`src/rtl/sync_event_capture_pkg.sv`:
```
// Shared types and constants for the synchronized event capture block.
// DETECT encodings select which filtered edges become events.
package sync_evt_pkg;

  typedef enum logic {IDLE, PEND} evt_state_t;

  localparam logic [1:0] DET_RISE = 2'b01;
  localparam logic [1:0] DET_FALL = 2'b10;
  localparam logic [1:0] DET_BOTH = 2'b11;

endpackage

```
`src/rtl/sync_event_capture_if.sv`:
```
// Event handshake and status bundle between the capture block and control logic.
// The master side produces events; the slave side consumes them and issues clears.
interface sync_evt_if #(
  parameter int CNT_W = 8
);

  logic             evt_valid;
  logic             evt_ready;
  logic             evt_rise;
  logic [CNT_W-1:0] evt_count;
  logic             overflow;
  logic             clr_count;
  logic             clr_ovf;

  modport master (
    output evt_valid,
    output evt_rise,
    output evt_count,
    output overflow,
    input  evt_ready,
    input  clr_count,
    input  clr_ovf
  );

  modport slave (
    input  evt_valid,
    input  evt_rise,
    input  evt_count,
    input  overflow,
    output evt_ready,
    output clr_count,
    output clr_ovf
  );

endinterface

```
`src/rtl/sync_event_capture_glitch_filter.sv`:
```
// Glitch filter: the level only changes after FILT_CYCLES consecutive differing
// samples, and one-cycle rise/fall pulses accompany each change.
module glitch_filter #(
  parameter int FILT_CYCLES = 3
) (
  input  logic clk_a,
  input  logic rst,
  input  logic sig_a_sync,
  output logic level_filt,
  output logic rise_pulse,
  output logic fall_pulse
);

  localparam logic [3:0] LAST_CNT = 4'(FILT_CYCLES - 1);

  if (FILT_CYCLES < 1 || FILT_CYCLES > 15) begin : g_bad_filt
    $error("glitch_filter: FILT_CYCLES must be in 1..15");
  end

  logic [3:0] filt_cnt;

  // The count restarts whenever the input agrees with the filtered level, so
  // only an uninterrupted run of differing samples can flip it.
  always_ff @(posedge clk_a) begin
    if (rst) begin
      filt_cnt   <= '0;
      level_filt <= 1'b0;
      rise_pulse <= 1'b0;
      fall_pulse <= 1'b0;
    end else begin
      rise_pulse <= 1'b0;
      fall_pulse <= 1'b0;
      if (sig_a_sync != level_filt) begin
        if (filt_cnt == LAST_CNT) begin
          filt_cnt   <= '0;
          level_filt <= sig_a_sync;
          rise_pulse <= sig_a_sync;
          fall_pulse <= ~sig_a_sync;
        end else begin
          filt_cnt <= filt_cnt + 4'd1;
        end
      end else begin
        filt_cnt <= '0;
      end
    end
  end

endmodule

```
`src/rtl/sync_event_capture.sv`:
```
// Filters the synchronized level, turns qualifying edges into a single-entry
// valid/ready event, and tracks a saturating event count plus sticky overflow.
module sync_event_capture
  import sync_evt_pkg::*;
#(
  parameter int         FILT_CYCLES = 3,
  parameter int         CNT_W       = 8,
  parameter logic [1:0] DETECT      = DET_BOTH
) (
  input  logic       clk_a,
  input  logic       rst,
  input  logic       sig_a_sync,
  output logic       level_filt,
  output logic       rise_pulse,
  output logic       fall_pulse,
  sync_evt_if.master evt
);

  if (DETECT == 2'b00) begin : g_bad_detect
    $error("sync_event_capture: DETECT must not be 2'b00");
  end

  localparam logic [CNT_W-1:0] CNT_MAX = '1;

  evt_state_t       state;
  evt_state_t       state_nxt;
  logic             evt_rise_q;
  logic [CNT_W-1:0] count_q;
  logic             ovf_q;
  logic             qe;
  logic             qtype;
  logic             handshake;
  logic             drop;

  glitch_filter #(.FILT_CYCLES(FILT_CYCLES)) u_filter (
    .clk_a      (clk_a),
    .rst        (rst),
    .sig_a_sync (sig_a_sync),
    .level_filt (level_filt),
    .rise_pulse (rise_pulse),
    .fall_pulse (fall_pulse)
  );

  assign qe        = (rise_pulse & DETECT[0]) | (fall_pulse & DETECT[1]);
  assign qtype     = rise_pulse;
  assign handshake = evt.evt_valid & evt.evt_ready;
  assign drop      = (state == PEND) & qe & ~handshake;

  always_ff @(posedge clk_a) begin
    if (rst) begin
      state <= IDLE;
    end else begin
      state <= state_nxt;
    end
  end

  // A handshake coinciding with a new edge keeps the slot occupied.
  always_comb begin
    state_nxt = state;
    unique case (state)
      IDLE: if (qe) state_nxt = PEND;
      PEND: if (handshake && !qe) state_nxt = IDLE;
      default: state_nxt = IDLE;
    endcase
  end

  always_comb begin
    evt.evt_valid = (state == PEND);
    evt.evt_rise  = evt_rise_q;
    evt.evt_count = count_q;
    evt.overflow  = ovf_q;
  end

  // Event type only reloads when the slot is free or being freed this cycle.
  always_ff @(posedge clk_a) begin
    if (rst) begin
      evt_rise_q <= 1'b0;
    end else if (qe && (state == IDLE || handshake)) begin
      evt_rise_q <= qtype;
    end
  end

  always_ff @(posedge clk_a) begin
    if (rst || evt.clr_count) begin
      count_q <= '0;
    end else if (qe && count_q != CNT_MAX) begin
      count_q <= count_q + 1'b1;
    end
  end

  // A drop in the same cycle as a clear leaves the flag set.
  always_ff @(posedge clk_a) begin
    if (rst) begin
      ovf_q <= 1'b0;
    end else if (drop) begin
      ovf_q <= 1'b1;
    end else if (evt.clr_ovf) begin
      ovf_q <= 1'b0;
    end
  end

endmodule

```
`src/flat_wrapper.sv`:
```
// flat-port wrapper written by rule: the top's interface ports become plain ports
module sync_event_capture_flat import sync_evt_pkg::*;
#(
  parameter int         FILT_CYCLES = 3,
  parameter int         CNT_W       = 8,
  parameter logic [1:0] DETECT      = DET_BOTH
)
  (clk_a, rst, sig_a_sync, level_filt, rise_pulse, fall_pulse, evt_evt_valid, evt_evt_rise, evt_evt_count, evt_overflow, evt_evt_ready, evt_clr_count, evt_clr_ovf);
  sync_evt_if #(.CNT_W(CNT_W)) evt_i ();
  input  logic clk_a;
  input  logic rst;
  input  logic sig_a_sync;
  output logic level_filt;
  output logic rise_pulse;
  output logic fall_pulse;
  output wire logic [$bits(evt_i.evt_valid)-1:0] evt_evt_valid;
  output wire logic [$bits(evt_i.evt_rise)-1:0] evt_evt_rise;
  output wire logic [$bits(evt_i.evt_count)-1:0] evt_evt_count;
  output wire logic [$bits(evt_i.overflow)-1:0] evt_overflow;
  input wire logic [$bits(evt_i.evt_ready)-1:0] evt_evt_ready;
  input wire logic [$bits(evt_i.clr_count)-1:0] evt_clr_count;
  input wire logic [$bits(evt_i.clr_ovf)-1:0] evt_clr_ovf;
  assign evt_evt_valid = evt_i.evt_valid;
  assign evt_evt_rise = evt_i.evt_rise;
  assign evt_evt_count = evt_i.evt_count;
  assign evt_overflow = evt_i.overflow;
  assign evt_i.evt_ready = evt_evt_ready;
  assign evt_i.clr_count = evt_clr_count;
  assign evt_i.clr_ovf = evt_clr_ovf;
  sync_event_capture #(.FILT_CYCLES(FILT_CYCLES), .CNT_W(CNT_W), .DETECT(DETECT)) u_core (.clk_a(clk_a), .rst(rst), .sig_a_sync(sig_a_sync), .level_filt(level_filt), .rise_pulse(rise_pulse), .fall_pulse(fall_pulse), .evt(evt_i));
endmodule
```
`config.mk`:
```
export PLATFORM = sky130hd
export DESIGN_NAME = sync_event_capture_flat
export DESIGN_NICKNAME = d
export VERILOG_FILES = /design/src/rtl/sync_event_capture_pkg.sv /design/src/rtl/sync_event_capture_if.sv /design/src/rtl/sync_event_capture_glitch_filter.sv /design/src/rtl/sync_event_capture.sv /design/src/flat_wrapper.sv
export SDC_FILE = /design/constraint.sdc
export NUM_CORES = 1
export LEC_CHECK = 0
export BUFFER_PORTS_ARGS = -buffer_cell sky130_fd_sc_hd__buf_2
export CORE_MARGIN = 2
export CORE_UTILIZATION = 49
export DETAILED_ROUTE_END_ITERATION = 10
export GPL_TIMING_DRIVEN = 0
export PLACE_DENSITY = 0.75
export SYNTH_ARGS = -nofsm -noshare
export SYNTH_HDL_FRONTEND = slang
export SYNTH_SLANG_ARGS = --single-unit
```
`constraint.sdc`:
```
create_clock -name clk_a -period 1.49 [get_ports clk_a]
set_input_delay 0.3725 -clock clk_a [delete_from_list [all_inputs] [get_ports clk_a]]
set_output_delay 0.3725 -clock clk_a [all_outputs]
set_load 0.02 [all_outputs]
```
**Yosys cells after proc, flatten, opt, wreduce, memory -nomap -nowiden**

Cells that the tools add are included.

- Add/sub/neg operators: 2
- Multiply operators: 0
- Div/mod/pow operators: 0
- $lt $le $gt $ge: 0
- Eq/ne operators: 3
- Shifts and indexed selects: 0
- Mux-type cells: 5
- Bitwise operators: 9
- Reduce and logical (&&, ||, !) cells: 10

Operator list:

| kind | count |
|---|---|
| 8-bit by 1-bit adder with 8-bit output, second input constant | 1 |
| 8-bit != test, second input constant | 1 |
| 3-bit OR reduction | 2 |
| 1-bit NOT | 5 |
| 4-bit by 1-bit adder with 4-bit output, second input constant | 1 |
| 4-bit by 2-bit == test with 1-bit output, second input constant | 1 |
| 1-bit 2-to-1 mux | 4 |
| 1-bit AND | 3 |
| 1-bit logical AND | 3 |
| 1-bit logical OR | 2 |
| 1-bit one-hot mux with 2 select lines | 1 |
| 2-bit AND reduction | 1 |
| 2-bit nonzero test | 1 |
| 1-bit logical NOT | 1 |
| 1-bit != test | 1 |
| 1-bit bitwise OR | 1 |

- Register bits after elaboration: 18
- Bits in latches: 0
- RAM bits: 0
- Memory bits (read-only): 0
- Input port bits: 6
- Output and inout bits: 14
- Word-level logic and storage cells: 37
- Memories kept: 0

**Logic depth before layout (Yosys ltp)**

Gate-level depths: netlist of run 1.

- Word-level depth: 5
- Depth in mapped cells: 5
- Gate-level depth less buffers: 5

**Cells and area by module**

A second synthesis of run 1 with hierarchy kept.

- Cells, all modules: 90
- Area total of the unflattened synthesis: 813.3 µm²

By module, submodules not included:

| module | times used | cells an instance | area each (µm²) | sequential area each (µm²) |
|---|---|---|---|---|
| sync_event_capture | 1 | 64 | 540.5 | 220.2 |
| glitch_filter | 1 | 26 | 272.8 | 140.1 |

**Least setup slack after synthesis of run 1**

No wires, ideal clock.

- Kind: register to register
- Start point: register u_core.count_q[0] (netlist: u_core.evt.evt_count[0])
- End point: register u_core.count_q[4] (netlist: u_core.evt.evt_count[4])
- Library setup time: 0.123 ns
- Data arrival time: 1.318 ns
- Data required time: 1.367 ns
- Path slack: 0.049 ns
- Stages on the path, launching flop included: 6
- Path buffers: 0
- Clock period less this slack: 1.441 ns
- Cells stage by stage: dfxtp_1 -> ha_1 -> o211ai_1 -> a211oi_1 -> xnor2_1 -> nor2_1

- Word-level cells in the longest chain between the ends: 2
- Elaborated cells on any way between the ends: 3
- Those cells by class: add/sub (1); eq/ne (1); reduce/logical (1)

Ends and longest elaborated chain:

| what | RTL line | text |
|---|---|---|
| start: declaration | sync_event_capture.sv:28 | `logic [CNT_W-1:0] count_q;` |
| start signal: assignment | sync_event_capture.sv:87 | `count_q <= count_q + 1'b1;` |
| parallel branches: the longest is 2 deep, another holds 8-bit by 1-bit adder with 8-bit output | n/a |  |

Several ways; the timed one is not identified.
A chain may end at the register's enable or synchronous reset.

**Worst setup path in the final report of run 1**

Ends and elaborated chain as after synthesis.

==> results of run 1 <==
-- power groups by stage --
stage | sequential (mW) | combinational [mW] | clock (mW)
floorplan | 0.505 | 0.0225 | 0
global placement | 0.503 | 0.0369 | 0
detailed placement | 0.503 | 0.0376 | 0
CTS | 0.492 | 0.0379 | 0.304
global route | 0.493 | 0.0434 | 0.324
finish | 0.492 | 0.0374 | 0.293
-- per-layer routing --
layer	track usage (%)	vias up	wire, um
met2	26.5	12	689
li1	-	353	-
met5	0	-	0
met1	18.5	297	596
met3	4.17	2	62
met4	9.09	0	9
-- sequential cells by signal (all words and copies together) (netlist names) --
signal,flops
u_core.u_filter.filt_cnt,4
u_core.evt.evt_rise,1
u_core.evt.evt_count,8
u_core.u_filter.level_filt,1
u_core.u_filter.rise_pulse,1
u_core.evt.overflow,1
u_core.evt.evt_valid,1
u_core.u_filter.fall_pulse,1
-- area by class of cell --
type,count,area (um2)
Buffer,2,7.51
Clock buffer,4,36.3
Fill cell,137,553
Inverter,3,11.3
Multi-Input combinational cell,65,410
Sequential cell,18,360
Tap cell,16,20.0
Timing Repair Buffer,18,90.1
-- stage by stage --
stage	hold WS (ns)	utilization, %
final	0.304	62.9
after global routing	0.304	62.9
after CTS	0.288	61.9
after detailed placement	0.455	59.5
after global placement	0.446	59.5
after floorplan	0.430	-
-- critical path: cells and delay by family, from the launching register on --
kind | cells | cell delay, ns
AO/OA/AOI/OAI | 2 | 0.44
XOR/XNOR | 1 | 0.14
adder cells (fa/ha/maj) | 1 | 0.25
flip-flops | 1 | 0.40
AND/OR/NAND/NOR | 1 | 0.05
-- final timing paths --
kind	end	cells after the start
max	u_core.evt.evt_count[4]$_SDFFE_PP0P_	5
max reg2reg	u_core.evt.evt_count[4]$_SDFFE_PP0P_	5
min reg2reg	u_core.u_filter.filt_cnt[0]$_SDFF_PP0_	1
min	u_core.u_filter.fall_pulse$_SDFF_PP0_	2
-- logic make-up (layout without fill, tap and decap cells) --
| family | Yosys count | count (layout) |
|---|---|---|
| flops | 18 | 18 |
| compound gates | 17 | 17 |
| buf+inv | 5 | 27 |
| xor+xnor | 6 | 6 |
| fa+ha+maj | 3 | 3 |
| simple gates | 39 | 39 |
-- layout by cell type, fill, tap and decap left out, types with 2 or more instances in the layout --
cell type / instances
a211oi_1: 2
a21oi_1: 6
buf_2: 18
clkbuf_1: 2
clkbuf_4: 3
dfxtp_1: 18
ha_1: 3
inv_1: 3
nand2_1: 6
nand3_1: 4
nor2_1: 18
nor3_1: 2
nor4b_1: 2
o21ai_0: 2
xnor2_1: 4
xor2_1: 2
==> results.py, run 1 <==
metrics = {
    "sta": {
        "timing.final.hold_violations": 0,
        "setup_viol": 0,
        "finClkSkew_ns": 0.0119,
        "slew_violations": 0,
        "finalCritPeriodShare_pct": 92.0,
        "setup_tns_ns": 0,
        "grt_setup_unrepaired": "false",
        "achievable-frequency_mhz": 729,
        "timing.max_slew.rel_slack_pct": 76.9,
        "tightest_slew_ns": 0.346,
        "fin_ws_ns": 0.119,
        "post-route-min-period_ns": 1.37,
    },
    "critical_path": {
        "max_stage_delay_ns": 0.40,
        "startpoint_type": "flip-flop",
        "r2r_start": "u_core.evt.evt_count[0]$_SDFFE_PP0P_",
        "setup.worst_path.class": "reg2reg",
        "regToRegSetupSlack_ns": 0.12,
        "critical-path-slowest-cell": "dfxtp_1",
        "crit_arrival_ns": 1.56,
        "cp_max_fo": 4,
        "critPathLaunch": "u_core.evt.evt_count[0]$_SDFFE_PP0P_",
        "crit_chain": "ha_1, o211ai_1, a211oi_2, xnor2_1, nor2_1",
        "required_ns": 1.68,
        "cp-end-kind": "flip-flop",
    },
    "synth": {
        "synth_cell_types": 26,
        "ys_top_cells_by_count": "dfxtp_1 (18), nor2_1 (18), a21oi_1 (6), nand2_1 (6), nand3_1 (5)",
        "ys_top_cells_by_area": "dfxtp_1 (46%), nor2_1 (8.7%), ha_1 (4.8%)",
        "synth_compound_area_share_pct": 15.2,
        "ys.flop_type": "dfxtp_1",
        "synth_top_area_share_pct": 46.5,
        "synth.avg_cell_area_um2": 8.82,
        "syn_nets": 97,
        "yosysSeqAreaShare_pct": 46.5,
        "syn_area_um2": 776,
        "synth_edf_count": 0,
        "synthMuxAreaShare_pct": 0,
        "synth_xor_area_share_pct": 6.77,
        "synth-seq-cells": 18,
        "synth_top_family_by_area": "simple AND/OR/NAND/NOR gates",
        "synthCells": 88,
        "synth_top_area_cell": "dfxtp_1",
        "synth-simple-area-share_pct": 24.4,
        "yosysWarnings": 0,
        "yosys.area_share.adder_pct": 4.84,
        "ys_async_sr_fraction_pct": 0,
    },
    "global_route": {
        "grt_pass1_wl_um": 2310,
        "first_global_vias": 558,
        "grt_usage_pct": 16.0,
        "grt_max_degree": 11,
        "overflow": 0,
        "antenna_found_initial": 0,
    },
    "placed_design": {
        "portBuffers": 18,
        "placed_area_um2": 886,
        "gp_congestion": 0.777,
        "dp_slack_ns": 0.0837,
        "dpl.hpwl_um": 1080,
        "dp_cells": 122,
    },
    "drt": {
        "postRouteAntennaNets": 0,
        "wire_per_inst_um": 10.8,
        "first_pass_iters": 4,
        "drt_iter0_drc": 8,
        "routed_wl_um": 1360,
        "drc": 0,
        "drt-vias-per-instance": 5.27,
        "vias": 664,
    },
    "pwr": {
        "vdd_drop_max_uv": 566,
        "switching_share_pct": 20.9,
        "seq_power_share_pct": 59.8,
        "p_int_mw": 0.650,
        "p_leak_nw": 0.380,
        "p_total_mw": 0.822,
        "clkPwrFrac_pct": 35.6,
        "p_comb_share_pct": 4.5,
        "switchingPower_mw": 0.172,
        "power_density_nw_per_um2": 879,
    },
    "min_path": {
        "hold_path_class": "in2reg",
        "min_from": "sig_a_sync",
    },
    "clock_tree": {
        "max-clock-path-buffers": 2,
        "clk_latency_ns": 0.29,
        "cts-root-buf": "clkbuf_4",
        "path_clk_slew_ns": 0.11,
        "numCtsBuffers": 3,
        "clock_sinks": 18,
        "holdBufCountCts": 0,
        "cts_tree": "yes",
        "cts_resized": 0,
        "post_cts_buffers": 0,
        "cts_htree_levels": 1,
    },
    "layout": {
        "finalNonFillerCells": 126,
        "nets": 120,
        "diodes": 0,
        "finalInstanceArea_um2": 936,
        "areaGrowthSynthToFinish_pct": 20.6,
        "drive_gt1_share_pct": 24.5,
    },
    "die": {
        "io-pin-count": 20,
        "die_h_um": 43.8,
        "fp.coreArea_um2": 1490,
        "design.die.area_um2": 1920,
        "floorplan.die.width_um": 43.8,
        "rows": 14,
        "start_util_pct": 52.1,
    },
    "status": {
        "outcome": "complete, no violations",
    },
    "flow_run": {
        "drv_cap": 0,
    },
}
Power figures use the tool's default switching activity.
==> inputs of run 2 (changes only) <==
--- a/config.mk
+++ b/config.mk
@@ -5,12 +5,13 @@
 export SDC_FILE = /design/constraint.sdc
 export NUM_CORES = 1
 export LEC_CHECK = 0
-export BUFFER_PORTS_ARGS = -buffer_cell sky130_fd_sc_hd__buf_2
+export ABC_AREA = 1
+export BUFFER_PORTS_ARGS = -buffer_cell sky130_fd_sc_hd__buf_4
 export CORE_MARGIN = 2
-export CORE_UTILIZATION = 49
+export CORE_UTILIZATION = 55
 export DETAILED_ROUTE_END_ITERATION = 10
 export GPL_TIMING_DRIVEN = 0
-export PLACE_DENSITY = 0.75
+export PLACE_DENSITY = 0.81
 export SYNTH_ARGS = -nofsm -noshare
 export SYNTH_HDL_FRONTEND = slang
 export SYNTH_SLANG_ARGS = --single-unit
==> constraint.sdc (replaced) <==
create_clock -name clk_a -period 1.7 [get_ports clk_a]
set_input_delay 0.425 -clock clk_a [delete_from_list [all_inputs] [get_ports clk_a]]
set_output_delay 0.425 -clock clk_a [all_outputs]
set_load 0.02 [all_outputs]
==> results.py, run 2 <==
metrics = {
    "status": {
        "outcome": "complete, no violations",
    },
    "layout": {
        "areaGrowthSynthToFinish_pct": 22.1,
        "final_util_pct": 71.0,
        "layout_common_cells": "nand2_1 (25), nor2_1 (22), buf_4 (18), dfxtp_1 (18), inv_1 (12)",
        "largest_reg_flops": 8,
        "finalInstanceArea_um2": 1060,
        "finalNonFillerCells": 155,
        "nets": 149,
        "final_common_cell": "nand2_1",
        "diodes": 0,
        "drive_gt1_share_pct": 23.0,
    },
    "critical_path": {
        "crit_cells": 1,
        "critPathLaunch": "u_core.evt.evt_count[3]$_SDFFE_PP0P_",
        "critical-path-slowest-cell": "dfxtp_1",
        "max_stage_delay_ns": 0.46,
        "crit_end": "evt_evt_count[3]",
        "path_buf_inv": 1,
        "regToRegSetupSlack_ns": 0.38,
        "required_ns": 1.27,
        "crit_arrival_ns": 0.94,
        "cp-end-kind": "output pin",
        "critPathTopFamily": "flip-flops",
        "crit_chain": "buf_4",
        "r2r_cells": 6,
        "cp_max_fo": 6,
        "r2r_start": "u_core.evt.evt_count[0]$_SDFFE_PP0P_",
        "reg2reg_to": "u_core.evt.evt_count[5]$_SDFFE_PP0P_",
        "startpoint_type": "flip-flop",
        "setup.worst_path.class": "reg2out",
    },
    "sta": {
        "post-route-min-period_ns": 1.37,
        "grt_setup_unrepaired": "false",
        "finClkSkew_ns": 0.00402,
        "tightest_slew_ns": 0.372,
        "achievable-frequency_mhz": 731,
        "slew_violations": 0,
        "finalCritPeriodShare_pct": 80.5,
        "setup_tns_ns": 0,
        "timing.max_slew.rel_slack_pct": 75.1,
        "setup_viol": 0,
        "timing.final.hold_violations": 0,
    },
    "synth": {
        "ys_top_cells_by_area": "dfxtp_1 (42%), nand2_1 (11%), nor2_1 (9.5%)",
        "synth.avg_cell_area_um2": 7.40,
        "ys.flop_type": "dfxtp_1",
        "syn_area_um2": 866,
        "yosysSeqAreaShare_pct": 41.6,
        "syn_nets": 126,
        "synth-seq-cells": 18,
        "synth_cell_types": 21,
        "synth_most_common_cell": "nand2_1",
        "ys_async_sr_fraction_pct": 0,
        "synthCells": 117,
        "ys_top_cells_by_count": "nand2_1 (25), nor2_1 (22), dfxtp_1 (18)",
        "synth_top_area_share_pct": 41.6,
        "synth_edf_count": 0,
        "synth_top_area_cell": "dfxtp_1",
        "yosysWarnings": 0,
    },
    "clock_tree": {
        "cts_resized": 0,
        "clk_latency_ns": 0.29,
        "path_clk_slew_ns": 0.10,
        "cts_tree": "yes",
        "max-clock-path-buffers": 2,
        "clock_sinks": 18,
        "post_cts_buffers": 0,
        "holdBufCountCts": 0,
        "cts_htree_levels": 1,
        "numCtsBuffers": 3,
        "cts-root-buf": "clkbuf_4",
    },
    "global_route": {
        "first_global_vias": 692,
        "grt_usage_pct": 19.8,
        "overflow": 0,
        "antenna_found_initial": 0,
        "grt_pass1_wl_um": 2820,
        "top_usage_layer": "met2",
        "use_met2_pct": 35.0,
        "grt_max_degree": 11,
        "grt_use_met1_pct": 22.0,
        "grt_util_met3_pct": 6.25,
    },
    "pwr": {
        "seq_power_share_pct": 58.6,
        "p_leak_nw": 0.460,
        "clkPwrFrac_pct": 35.2,
        "vdd_drop_max_uv": 385,
        "power_density_nw_per_um2": 696,
        "p_comb_share_pct": 6.2,
        "p_int_mw": 0.576,
        "switchingPower_mw": 0.159,
        "switching_share_pct": 21.7,
        "p_total_mw": 0.736,
    },
    "placed_design": {
        "dp_cells": 151,
        "portBuffers": 18,
        "dpl.hpwl_um": 1270,
        "placed_area_um2": 1020,
        "gp_congestion": 0.754,
    },
    "drt": {
        "vias": 769,
        "postRouteAntennaNets": 0,
        "drt_iter0_drc": 12,
        "first_pass_iters": 4,
        "drc": 0,
        "drt-vias-per-instance": 4.96,
        "wire_per_inst_um": 10.2,
        "routed_wl_um": 1580,
    },
    "die": {
        "design.die.area_um2": 1910,
        "fp.coreArea_um2": 1490,
        "die_h_um": 43.7,
        "rows": 14,
        "io-pin-count": 20,
        "start_util_pct": 58.2,
        "floorplan.die.width_um": 43.7,
    },
    "min_path": {
        "hold_path_class": "in2reg",
        "min_from": "sig_a_sync",
    },
    "flow_run": {
        "drv_cap": 0,
    },
}
## run 2: cell types whose count changed after synthesis, moves of 3 or more
cell,delta
a211oi_1,-3
inv_1,+9
nand2_1,+19
nand3_1,+3
nand3b_1,+3
nor2_1,+4
xnor2_1,-3
## run 2: worst min path at each step
stage	depth (start not counted)	endpoint	slack, ns
global route	2	u_core.u_filter.fall_pulse$_SDFF_PP0_	0.31
CTS	2	u_core.u_filter.fall_pulse$_SDFF_PP0_	0.31
detailed placement	1	u_core.u_filter.filt_cnt[0]$_SDFF_PP0_	0.45
finish	2	u_core.u_filter.fall_pulse$_SDFF_PP0_	0.32
floorplan	1	u_core.u_filter.filt_cnt[0]$_SDFF_PP0_	0.43
global placement	1	u_core.u_filter.filt_cnt[0]$_SDFF_PP0_	0.45
## run 2: per-stage QoR
stage                     hold slack (ns)  worst slack, ns
final                               0.321            0.332
after global routing                0.312            0.253
after CTS                           0.315            0.328
after detailed placement            0.455            0.391
after global placement              0.447            0.428
after floorplan                     0.430            0.367
## run 2: cell families after synthesis
logic type,Yosys count,share of synthesized area [%]
AND/OR/NAND/NOR,69,39.2
AO/OA/AOI/OAI,9,5.20
XOR/XNOR,3,3.04
buffers and inverters,15,6.65
adder cells (fa/ha/maj),3,4.34
flip-flops,18,41.6
## run 2: cell type report
type | instances | area, um2
multi-input combinational | 84 | 448
buffer | 1 | 5.00
inverter | 14 | 52.6
clock buffer | 4 | 36.3
fill | 135 | 432
tap | 16 | 20.0
sequential | 18 | 360
timing repair buffer | 18 | 135
## run 2: power by group through the flow
stage,combinational [mW],sequential (mW),clock (mW)
2_1_floorplan,0.0254,0.442,0
3_3_place_gp,0.0433,0.440,0
3_5_place_dp,0.0465,0.441,0
4_1_cts,0.0465,0.431,0.267
5_1_grt,0.0517,0.432,0.282
6_report,0.0457,0.431,0.259
## run 2: routing by layer
layer  routed length [um]  part of all wire (%)  vias up
li1                     -                     -      414
met5                    0                     0        -
met1                  661                    42      337
met3                   77                   4.9        4
met2                  822                    52       14
met4                   18                   1.1        0
## run 2: worst reg2reg max path, cell delays in order, from the launching register on
cell,delay (ns)
dfxtp_1,0.42
ha_1,0.25
nand2_1,0.12
inv_2,0.09
nand3_4,0.12
a21oi_1,0.16
nor2_1,0.05
